===== src/rtl/wb_mem_ctrl_fsm.sv =====
// Wishbone-classic slave in front of a synchronous on-chip memory.
// Supports byte lanes, programmable read latency and write wait states, registered read data, range errors and cycle abort.
`timescale 1ns/1ps
module wb_mem_ctrl_fsm #(
  parameter int DATA_W     = 32,
  parameter int ADDR_W     = 32,
  parameter int MEM_AW     = 10,
  parameter int RD_LATENCY = 1,
  parameter int WR_WAIT    = 0
) (
  input  logic                  clk,
  input  logic                  reset,
  input  logic                  wb_cyc_i,
  input  logic                  wb_stb_i,
  input  logic                  wb_we_i,
  input  logic [ADDR_W-1:0]     wb_adr_i,
  input  logic [DATA_W-1:0]     wb_dat_i,
  input  logic [DATA_W/8-1:0]   wb_sel_i,
  output logic [DATA_W-1:0]     wb_dat_o,
  output logic                  wb_ack_o,
  output logic                  wb_err_o,
  output logic                  mem_en,
  output logic [DATA_W/8-1:0]   mem_we,
  output logic [MEM_AW-1:0]     mem_addr,
  output logic [DATA_W-1:0]     mem_wdata,
  input  logic [DATA_W-1:0]     mem_rdata
);

  localparam int SEL_W = DATA_W / 8;
  localparam int OFF_W = $clog2(SEL_W);
  localparam logic [3:0] RD_CNT = 4'(RD_LATENCY - 1);
  localparam logic [3:0] WR_CNT = (WR_WAIT > 0) ? 4'(WR_WAIT - 1) : 4'd0;

  typedef enum logic [2:0] {
    S_IDLE,
    S_ACCESS,
    S_WAIT,
    S_ACK,
    S_ERR
  } state_t;

  state_t              state_q, state_d;
  logic [3:0]          cnt_q, cnt_d;
  logic [MEM_AW-1:0]   addr_q, addr_d;
  logic [DATA_W-1:0]   wdata_q, wdata_d;
  logic [SEL_W-1:0]    sel_q, sel_d;
  logic                we_q, we_d;
  logic [DATA_W-1:0]   rdata_q, rdata_d;

  logic                out_of_range;
  logic [MEM_AW-1:0]   word_addr;

  // Word index drops the byte-offset bits; anything above the memory depth is an error.
  generate
    if (ADDR_W - OFF_W > MEM_AW) begin : g_range
      assign word_addr    = wb_adr_i[OFF_W +: MEM_AW];
      assign out_of_range = |wb_adr_i[ADDR_W-1:OFF_W+MEM_AW];
    end else begin : g_norange
      assign word_addr    = MEM_AW'(wb_adr_i[ADDR_W-1:OFF_W]);
      assign out_of_range = 1'b0;
    end
    if (OFF_W > 0) begin : g_off
      logic unused_byte_off;
      assign unused_byte_off = ^wb_adr_i[OFF_W-1:0];
    end
  endgenerate

  always_ff @(posedge clk or negedge reset) begin
    if (!reset) begin
      state_q <= S_IDLE;
      cnt_q   <= '0;
      addr_q  <= '0;
      wdata_q <= '0;
      sel_q   <= '0;
      we_q    <= 1'b0;
      rdata_q <= '0;
    end else begin
      state_q <= state_d;
      cnt_q   <= cnt_d;
      addr_q  <= addr_d;
      wdata_q <= wdata_d;
      sel_q   <= sel_d;
      we_q    <= we_d;
      rdata_q <= rdata_d;
    end
  end

  always_comb begin
    state_d = state_q;
    cnt_d   = cnt_q;
    addr_d  = addr_q;
    wdata_d = wdata_q;
    sel_d   = sel_q;
    we_d    = we_q;
    rdata_d = rdata_q;
    unique case (state_q)
      S_IDLE: begin
        if (wb_cyc_i && wb_stb_i) begin
          if (out_of_range) begin
            state_d = S_ERR;
          end else begin
            addr_d  = word_addr;
            wdata_d = wb_dat_i;
            sel_d   = wb_sel_i;
            we_d    = wb_we_i;
            state_d = S_ACCESS;
          end
        end
      end
      S_ACCESS: begin
        if (!wb_cyc_i) begin
          state_d = S_IDLE;
        end else if (!we_q) begin
          state_d = S_WAIT;
          cnt_d   = RD_CNT;
        end else if (WR_WAIT == 0) begin
          state_d = S_ACK;
        end else begin
          state_d = S_WAIT;
          cnt_d   = WR_CNT;
        end
      end
      S_WAIT: begin
        // An abort discards the read so wb_dat_o keeps the last completed read.
        if (!wb_cyc_i) begin
          state_d = S_IDLE;
          cnt_d   = '0;
        end else if (cnt_q == 4'd0) begin
          state_d = S_ACK;
          if (!we_q) rdata_d = mem_rdata;
        end else begin
          cnt_d = cnt_q - 4'd1;
        end
      end
      S_ACK:   state_d = S_IDLE;
      S_ERR:   state_d = S_IDLE;
      default: state_d = S_IDLE;
    endcase
  end

  assign wb_ack_o  = (state_q == S_ACK);
  assign wb_err_o  = (state_q == S_ERR);
  assign mem_en    = (state_q == S_ACCESS);
  assign mem_we    = (state_q == S_ACCESS && we_q) ? sel_q : '0;
  assign mem_addr  = addr_q;
  assign mem_wdata = wdata_q;
  assign wb_dat_o  = rdata_q;

endmodule

===== config.mk =====
export PLATFORM = sky130hd
export DESIGN_NAME = wb_mem_ctrl_fsm
export DESIGN_NICKNAME = d
export VERILOG_FILES = /design/src/rtl/wb_mem_ctrl_fsm.sv
export SDC_FILE = /design/constraint.sdc
export NUM_CORES = 1
export LEC_CHECK = 0
export CORE_MARGIN = 2
export CORE_UTILIZATION = 40
export CTS_CLUSTER_DIAMETER = 40
export DETAILED_ROUTE_END_ITERATION = 16
export HOLD_SLACK_MARGIN = 0.12
export PLACE_DENSITY_LB_ADDON = 0.08
export SYNTH_ARGS = -nofsm -noshare
export SYNTH_HDL_FRONTEND = slang
export SYNTH_SLANG_ARGS = --single-unit

===== constraint.sdc =====
create_clock -name clk -period 3.1 [get_ports clk]
set_clock_uncertainty 0.05 [all_clocks]
set_input_delay 0.31 -clock clk [delete_from_list [all_inputs] [get_ports clk]]
set_output_delay 0.31 -clock clk [all_outputs]
set_load 0.05 [all_outputs]

==> results of run 1 <==
sequential cells by signal, indices dropped and copies added, names as in the netlist:
name	count
cnt_q	4
mem_wdata	32
mem_addr	10
state_q	3
sel_q	4
we_q	1
wb_dat_o	32
final cells by class:
type	count	area share (%)
multi-input combinational	131	24.1
sequential	86	37.4
inverter	4	0.261
clock inverter	7	0.869
clock buffer	9	2.15
timing repair buffer	188	32.9
tap	108	2.35
worst min-delay path by stage:
stage	slack, ns	end	start
floorplan	-0.04	cnt_q[0]	reset
CTS	0.44	wb_dat_o[18]	reset
finish	0.42	wb_dat_o[18]	reset
global route	0.47	mem_wdata[12]	mem_wdata[12]
detailed placement	0.29	state_q[2]	reset
global placement	0.28	state_q[2]	reset
timing repair:
item                                   CTS  global route
buffers inserted                         0             0
endpoints found under the hold margin   40             0
gates resized for setup                  0             0
hold buffers                             1             0
logic make-up after synthesis:
kind of cell / after synthesis
AO/OA/AOI/OAI: 9
XOR/XNOR: 2
adder cells (fa/ha/maj): 2
buffers and inverters: 15
flip-flops: 86
multiplexers: 81
AND/OR/NAND/NOR: 37
per-stage QoR:
step / setup slack, ns / std cells / instance area (sq um) / utilization, %
finish: 0.172 / 533 / 5760 / 65.4
global route: 0.00388 / 533 / 5760 / 65.4
CTS: 0.123 / 533 / 5760 / 65.4
detailed placement: 0.527 / 516 / 5580 / 63.3
global placement: 0.576 / 516 / 5580 / 63.3
floorplan: 0.295 / 232 / 3660 / -
critical path: stages, from the launching register on:
cell,delay (ns)
dfrtp_1,0.55
nor3b_1,0.60
and3_1,0.24
clkdlybuf4s50_1,0.82
synth_stat cells (3+ instances only):
library cell  number  area (sq um)
dfrtp_1           86          2150
mux2_4            30           450
nand2_1            4          15.0
mux2_2            49           552
nand3_1            3          15.0
nor2_1             5          18.8
and3_1             4          25.0
buf_4              4          30.0
buf_8              3          45.0
nor4_1             5          31.3
inv_1              4          15.0
layer usage:
layer	vias up	part of all wire, %
met5	-	0
met1	1286	42
met4	0	2.2
met2	102	47
met3	15	8.6
li1	1203	-
report_power, final:
group	internal, uW	switching (uW)
sequential	1180	36.5
clock	292	421
combinational	276	267
total	1750	725
==> results.sh, run 1 <==
export IMPL_async_flop_share_pct=100
export IMPL_grt_pass1_wl_mm=14.3
export IMPL_die_w_um=99.7
export IMPL_mostFrequentLayoutCells="clkdlybuf4s50_1 (182), dfrtp_1 (86), mux2_2 (49)"
export IMPL_ys_seq_area_share_pct=58.8
export IMPL_timing_final_crit_share_pct=94.5
export IMPL_grt_pass1_vias=2837
export IMPL_start_kind="flip-flop"
export IMPL_chipHeight_um=99.7
export IMPL_crit_arrival_ns=2.57
export IMPL_ios=186
export IMPL_synth_xor_area_share_pct=0.478
export IMPL_r2r_cells=6
export IMPL_drt_wl_total_mm=8.84
export IMPL_grt_overflow=0
export IMPL_end_kind="primary output"
export IMPL_hpwl_mm=6.47
export IMPL_crit_type="flip-flop to primary output"
export IMPL_vias=2606
export IMPL_drt_iter0_markers=37
export IMPL_drc=0
export IMPL_timing_final_hold_violations=0
export IMPL_routedWlPerCell_um=16.6
export IMPL_layout_nets=527
export IMPL_synthCells=232
export IMPL_final_setup_viol_count=0
export IMPL_htree_levels=3
export IMPL_use_met2_pct=29.2
export IMPL_cp_required_ns=2.74
export IMPL_clk_latency_ns=0.35
export IMPL_fin_tns_setup_ns=0
export IMPL_place_port_buffers=183
export IMPL_rr_startpoint="cnt_q[0]"
export IMPL_max_freq_ghz=0.342
export IMPL_critical_path_endpoint="mem_we[2]"
export IMPL_synthesis_nets=339
export IMPL_ys_warnings_count=0
export IMPL_worst_pin_slew_ns=0.659
export IMPL_min_path_type="input port to asynchronous set/reset pin"
export IMPL_timing_max_slew_rel_slack_pct=55.9
export IMPL_reg2reg_slack_ns=0.86
export IMPL_areaGrowthSynthToFinish_pct=57.3
export IMPL_grt_max_degree=48
export IMPL_r2r_end="wb_dat_o[31]"
export IMPL_drive_gt1_share_pct=24.9
export IMPL_synth_edff_count=0
export IMPL_period_needed_ns=2.93
export IMPL_grt_use_met1_pct=22.8
export IMPL_total_power_uw=2470
export IMPL_netlist_area_sq_um=3660
export IMPL_synth_seq_cells=86
export IMPL_yosys_mux_area_fraction_pct=27.9
export IMPL_synth_top_family_by_area="multiplexers"
export IMPL_cap_violations=0
export IMPL_critical_path_startpoint="state_q[0]"
export IMPL_die_area_sq_um=9930
export IMPL_place_congestion=0.758
export IMPL_path_max_fanout=12
export IMPL_clock_sinks=86
export IMPL_top_usage_layer="met2"
export IMPL_mostFrequentLayoutCell="clkdlybuf4s50_1"
export IMPL_clock_path_buffers=2
export IMPL_start_util_pct=41.6
export IMPL_fill_cells=683
export IMPL_synthSimpleGateAreaFrac_pct=6.80
export IMPL_grt_usage_pct=18.5
export IMPL_antenna_cells=0
export IMPL_powerDensity_nw_per_um2=429
export IMPL_rsz0062_at_grt="no"
export IMPL_cts_root_buf="clkbuf_8"
export IMPL_regArea_sq_um=2150
export IMPL_cts_tree="done"
export IMPL_vias_per_cell=4.89
export IMPL_worst_hold_slack_ns=0.423
export IMPL_multiInputGateArea_sq_um=1390
export IMPL_synth_main_ff_cell="dfrtp_1"
export IMPL_rows=34
export IMPL_cts_buffers=9
export IMPL_grtUsageMet3_pct=7.10
export IMPL_clkTransAtPathRegs_ns=0.11
export IMPL_antenna_found_initial=0
export IMPL_syn_avg_cell_area_sq_um=15.8
export IMPL_ant_nets=0
export IMPL_irDropWorstVdd_uv=194
export IMPL_leakagePower_uw=0.00258
export IMPL_synth_compound_area_share_pct=1.91
export IMPL_ys_types=37
export IMPL_slew_violations=0
export IMPL_synth_fa_ha_area_share_pct=0.684
export IMPL_dr_pass1_iters=3
export IMPL_coreArea_sq_um=8810
export IMPL_status="completed"
(Power assumes the default switching activity.)
==> inputs of run 2 (changes only) <==
--- a/config.mk
+++ b/config.mk
@@ -5,12 +5,14 @@
 export SDC_FILE = /design/constraint.sdc
 export NUM_CORES = 1
 export LEC_CHECK = 0
+export CORE_ASPECT_RATIO = 2
 export CORE_MARGIN = 2
 export CORE_UTILIZATION = 40
 export CTS_CLUSTER_DIAMETER = 40
 export DETAILED_ROUTE_END_ITERATION = 16
 export HOLD_SLACK_MARGIN = 0.12
 export PLACE_DENSITY_LB_ADDON = 0.08
+export RECOVER_POWER = 100
 export SYNTH_ARGS = -nofsm -noshare
 export SYNTH_HDL_FRONTEND = slang
 export SYNTH_SLANG_ARGS = --single-unit
==> results.sh, run 2 (synthesis gave the netlist of run 1 again) <==
export IMPL_status="complete, but fails checks"
export IMPL_failed_checks="capacitance limit, slew limit"
export IMPL_max_stage_delay_ns=0.91
export IMPL_cts_buffers=9
export IMPL_irDropWorstVdd_uv=373
export IMPL_clock_path_buffers=2
export IMPL_powerDensity_nw_per_um2=523
export IMPL_timing_final_hold_violations=0
export IMPL_min_path_type="flip-flop to flip-flop"
export IMPL_timing_final_crit_share_pct=93.5
export IMPL_fin_tns_setup_ns=0
export IMPL_ant_nets=0
export IMPL_p_int_uw=2320
export IMPL_worst_slack_ns=0.200
export IMPL_hpwl_mm=6.76
export IMPL_start_util_pct=40.9
export IMPL_share_comb_of_total_power_pct=16.2
export IMPL_rows=49
export IMPL_ios=186
export IMPL_grt_pass1_wl_mm=14.7
export IMPL_path_buf_inv=1
export IMPL_place_congestion=0.775
export IMPL_cts_tree="done"
export IMPL_final_cells=527
export IMPL_rsz0062_at_grt="no"
export IMPL_drt_iter0_markers=115
export IMPL_cts_resized=0
export IMPL_cap_violations=1
export IMPL_grt_max_degree=66
export IMPL_max_freq_ghz=0.345
export IMPL_path_delay_family="buffers and inverters"
export IMPL_p_sw_share_pct=23.6
export IMPL_place_port_buffers=183
export IMPL_clkTransAtPathRegs_ns=0.06
export IMPL_slew_violations=66
export IMPL_start_kind="flip-flop"
export IMPL_vias_per_cell=4.96
export IMPL_period_needed_ns=2.90
export IMPL_chipHeight_um=139
export IMPL_cp_required_ns=2.74
export IMPL_vias=2613
export IMPL_timing_max_slew_rel_slack_pct=-7.73
export IMPL_clock_sinks=86
export IMPL_drive_gt1_share_pct=17.6
export IMPL_dr_pass1_iters=4
export IMPL_power_switching_uw=715
export IMPL_drc=0
export IMPL_end_kind="primary output"
export IMPL_path_max_fanout=12
export IMPL_mostFrequentLayoutCells="clkdlybuf4s50_1 (100), dfrtp_1 (86), dlygate4sd3_1 (83)"
export IMPL_cts_root_buf="clkbuf_16"
export IMPL_crit_chain="nor3b_1, and3_1, dlygate4sd3_1"
export IMPL_dp_cells=510
export IMPL_pre_cts_slack_ns=0.563
export IMPL_grt_usage_pct=19.2
export IMPL_drt_wl_total_mm=8.93
export IMPL_clock_power_share_pct=43.8
export IMPL_cp_slowest_cell="dlygate4sd3_1"
export IMPL_layout_nets=527
export IMPL_areaGrowthSynthToFinish_pct=58.7
export IMPL_final_setup_viol_count=0
export IMPL_pwr_share_seq_pct=40.0
export IMPL_antenna_cells=0
export IMPL_crit_type="flip-flop to primary output"
export IMPL_coreArea_sq_um=8950
export IMPL_worst_pin_slew_ns=1.62
export IMPL_antenna_found_initial=0
export IMPL_mostFrequentLayoutCell="clkdlybuf4s50_1"
export IMPL_die_w_um=71.7
export IMPL_routedWlPerCell_um=16.9
export IMPL_grt_pass1_vias=2894
export IMPL_htree_levels=3
export IMPL_post_cts_setup_buffers=0
export IMPL_grt_overflow=0
export IMPL_clk_latency_ns=0.33
export IMPL_leakagePower_uw=0.00286
export IMPL_die_area_sq_um=9980
export IMPL_crit_arrival_ns=2.54
## run 2: cell count changes in the layout (fill, tap and decap cells not counted), moves of 4 or more
cell / before / now
bufinv_16: 0 / 4
clkbuf_16: 0 / 9
clkbuf_8: 9 / 2
clkdlybuf4s50_1: 182 / 100
dlygate4sd3_1: 1 / 83
mux2_1: 0 / 28
mux2_4: 30 / 2
## run 2: timing repair
action                                 in CTS  in global routing
endpoints found under the hold margin      63                  0
setup endpoints to repair                   0                  0
hold buffers                                1                  0
## run 2: per-layer routing
metal	global-route usage (%)	wire length, um	up-vias
li1	-	-	1211
met3	5.79	659	23
met1	20.8	3010	1265
met4	9.24	333	0
met5	0	0	-
met2	33.2	4920	114
## run 2: power groups by stage
stage	logic (uW)	clock network [uW]	registers, uW
finish	493	1330	1210
global route	526	1410	1220
CTS	549	1370	1220
detailed placement	544	0	1240
global placement	536	0	1240
floorplan	126	0	1390
## run 2: area by class of cell
cell class | count | area (sq um)
Clock buffer | 11 | 253
Clock inverter | 5 | 129
Fill cell | 713 | 3140
Inverter | 4 | 15.0
Multi-Input combinational cell | 131 | 1280
Sequential cell | 86 | 2150
Tap cell | 102 | 128
Timing Repair Buffer | 188 | 1850
## run 2: through the flow
step / power [uW] / hold WS [ns] / instance area (sq um) / util, %
after floorplan: 1510 / -0.0356 / 3660 / -
after global placement: 1770 / 0.420 / 5570 / 62.2
after detailed placement: 1780 / 0.416 / 5570 / 62.2
after CTS: 3140 / 0.459 / 5960 / 66.6
after global routing: 3160 / 0.446 / 5810 / 64.9
final: 3040 / 0.425 / 5810 / 64.9
## run 2: worst paths after layout
path	startpoint	endpoint	slack, ns	cells after the start
setup / recovery	state_q[0]	mem_we[3]	0.20	3
hold / removal	wb_dat_o[27]	wb_dat_o[27]	0.43	1
setup reg to reg	cnt_q[0]	wb_dat_o[6]	0.47	6
hold reg to reg	wb_dat_o[27]	wb_dat_o[27]	0.43	1
max in group asynchronous	reset	wb_dat_o[29]	0.81	3
min in group asynchronous	reset	wb_dat_o[24]	0.87	2
==> inputs of run 3 (changes only) <==
==> constraint.sdc (replaced) <==
create_clock -name clk -period 3 [get_ports clk]
set_clock_uncertainty 0.05 [all_clocks]
set_input_delay 0.3 -clock clk [delete_from_list [all_inputs] [get_ports clk]]
set_output_delay 0.3 -clock clk [all_outputs]
set_load 0.05 [all_outputs]
==> results.sh, run 3 (synthesis gave the netlist of run 1 again) <==
export IMPL_status="completed"
export IMPL_layout_nets=529
export IMPL_cp_required_ns=2.65
export IMPL_start_util_pct=40.9
export IMPL_die_w_um=71.7
export IMPL_path_max_fanout=11
export IMPL_routedWlPerCell_um=16.9
export IMPL_slew_violations=0
export IMPL_period_needed_ns=2.77
export IMPL_die_area_sq_um=9980
export IMPL_grt_overflow=0
export IMPL_grt_pass1_vias=2885
export IMPL_clock_path_buffers=2
export IMPL_rows=49
export IMPL_areaGrowthSynthToFinish_pct=56.7
export IMPL_antenna_cells=0
export IMPL_min_path_type="flip-flop to flip-flop"
export IMPL_start_kind="flip-flop"
export IMPL_clkTransAtPathRegs_ns=0.06
export IMPL_max_freq_ghz=0.361
export IMPL_grt_usage_pct=19.1
export IMPL_pre_cts_slack_ns=0.470
export IMPL_drive_gt1_share_pct=17.4
export IMPL_place_port_buffers=183
export IMPL_fin_tns_setup_ns=0
export IMPL_mostFrequentLayoutCells="clkdlybuf4s50_1 (103), dfrtp_1 (86), dlygate4sd3_1 (80)"
export IMPL_place_congestion=0.760
export IMPL_drt_wl_total_mm=8.95
export IMPL_cts_root_buf="clkbuf_16"
export IMPL_crit_type="flip-flop to primary output"
export IMPL_cts_tree="done"
export IMPL_vias_per_cell=4.98
export IMPL_mostFrequentLayoutCell="clkdlybuf4s50_1"
export IMPL_ios=186
export IMPL_crit_chain="nor3b_1, and3_1, clkdlybuf4s50_1"
export IMPL_clock_sinks=86
export IMPL_powerDensity_nw_per_um2=505
export IMPL_vias=2627
export IMPL_cp_slowest_cell="clkdlybuf4s50_1"
export IMPL_timing_final_crit_share_pct=92.3
export IMPL_rsz0062_at_grt="no"
export IMPL_ant_nets=0
export IMPL_grt_max_degree=52
export IMPL_irDropWorstVdd_uv=402
export IMPL_hpwl_mm=6.83
export IMPL_crit_arrival_ns=2.42
export IMPL_drt_iter0_markers=90
export IMPL_cts_buffers=9
export IMPL_grt_pass1_wl_mm=14.7
export IMPL_timing_final_hold_violations=0
export IMPL_max_stage_delay_ns=0.83
export IMPL_htree_levels=3
export IMPL_worst_slack_ns=0.230
export IMPL_cap_violations=0
export IMPL_final_setup_viol_count=0
export IMPL_dr_pass1_iters=4
export IMPL_drc=0
export IMPL_coreArea_sq_um=8950
export IMPL_post_cts_setup_buffers=0
export IMPL_antenna_found_initial=0
export IMPL_chipHeight_um=139
export IMPL_leakagePower_uw=0.00282
export IMPL_timing_max_slew_rel_slack_pct=15.8
export IMPL_clk_latency_ns=0.33
export IMPL_worst_pin_slew_ns=1.26
export IMPL_end_kind="primary output"
[run 3: cell types whose count changed in the layout (fill, tap and decap cells not counted), sizes merged]
cell | previous run | this run
clkbuf | 16 | 18
buf | 0 | 2
bufinv | 4 | 1
clkinv | 1 | 0
dlygate4sd3 | 83 | 80
inv | 4 | 5
clkdlybuf4s50 | 100 | 103
[run 3: worst max-delay path: cells and delay by family (launching register included)]
| kind | cells | cell delay (ns) |
|---|---|---|
| buf+inv | 1 | 0.83 |
| flops | 1 | 0.48 |
| simple gates | 2 | 0.77 |
[run 3: what timing repair did]
item / in CTS / in global routing
resized for setup: 0 / 0
endpoints found under the hold margin: 49 / 0
hold buffers: 1 / 0
[run 3: cell type report]
cell class,instances,area (sq um)
fillers,751,3210
flip-flops and latches,86,2150
repair buffers,190,1870
multi-input cells,131,1270
clock buffers,13,270
well taps,102,128
clock inverters,2,38.8
inverters,4,15.0
[run 3: final timing paths]
kind                             startpoint           end  slack, ns  cells after the start
worst min-delay path            wb_dat_o[6]   wb_dat_o[6]       0.43                      1
worst max register to register     cnt_q[0]  wb_dat_o[30]       0.32                      6
worst min register to register  wb_dat_o[6]   wb_dat_o[6]       0.43                      1
min in group asynchronous             reset  wb_dat_o[22]       0.72                      2
worst max-delay path             state_q[2]     mem_we[0]       0.23                      3
max in group asynchronous             reset   wb_dat_o[4]       0.61                      3
[run 3: routing by layer]
| layer | vias to the layer above | part of all wire, % | routed length [um] | track usage [%] |
|---|---|---|---|---|
| li1 | 1219 | - | - | - |
| met2 | 109 | 56 | 4970 | 33.0 |
| met1 | 1282 | 35 | 3090 | 21.3 |
| met5 | - | 0 | 0 | 0 |
| met3 | 17 | 7.6 | 676 | 6.23 |
| met4 | 0 | 2.3 | 202 | 7.45 |
[run 3: stage by stage]
step | utilization [%] | hold WS, ns | total power (uW) | area [sq um] | cells
after global placement | 62.4 | 0.324 | 1830 | 5580 | 512
after detailed placement | 62.4 | 0.329 | 1840 | 5580 | 512
after floorplan | - | -0.0456 | 1560 | 3660 | 232
final | 64.1 | 0.430 | 2900 | 5740 | 528
after CTS | 65.9 | 0.458 | 3000 | 5900 | 528
after global routing | 64.1 | 0.443 | 3020 | 5740 | 528
[run 3: report_power, final]
group | total, uW | internal, uW | switching [uW]
clock network | 1140 | 712 | 426
registers | 1250 | 1220 | 33.6
logic | 506 | 235 | 271
total | 2900 | 2170 | 731
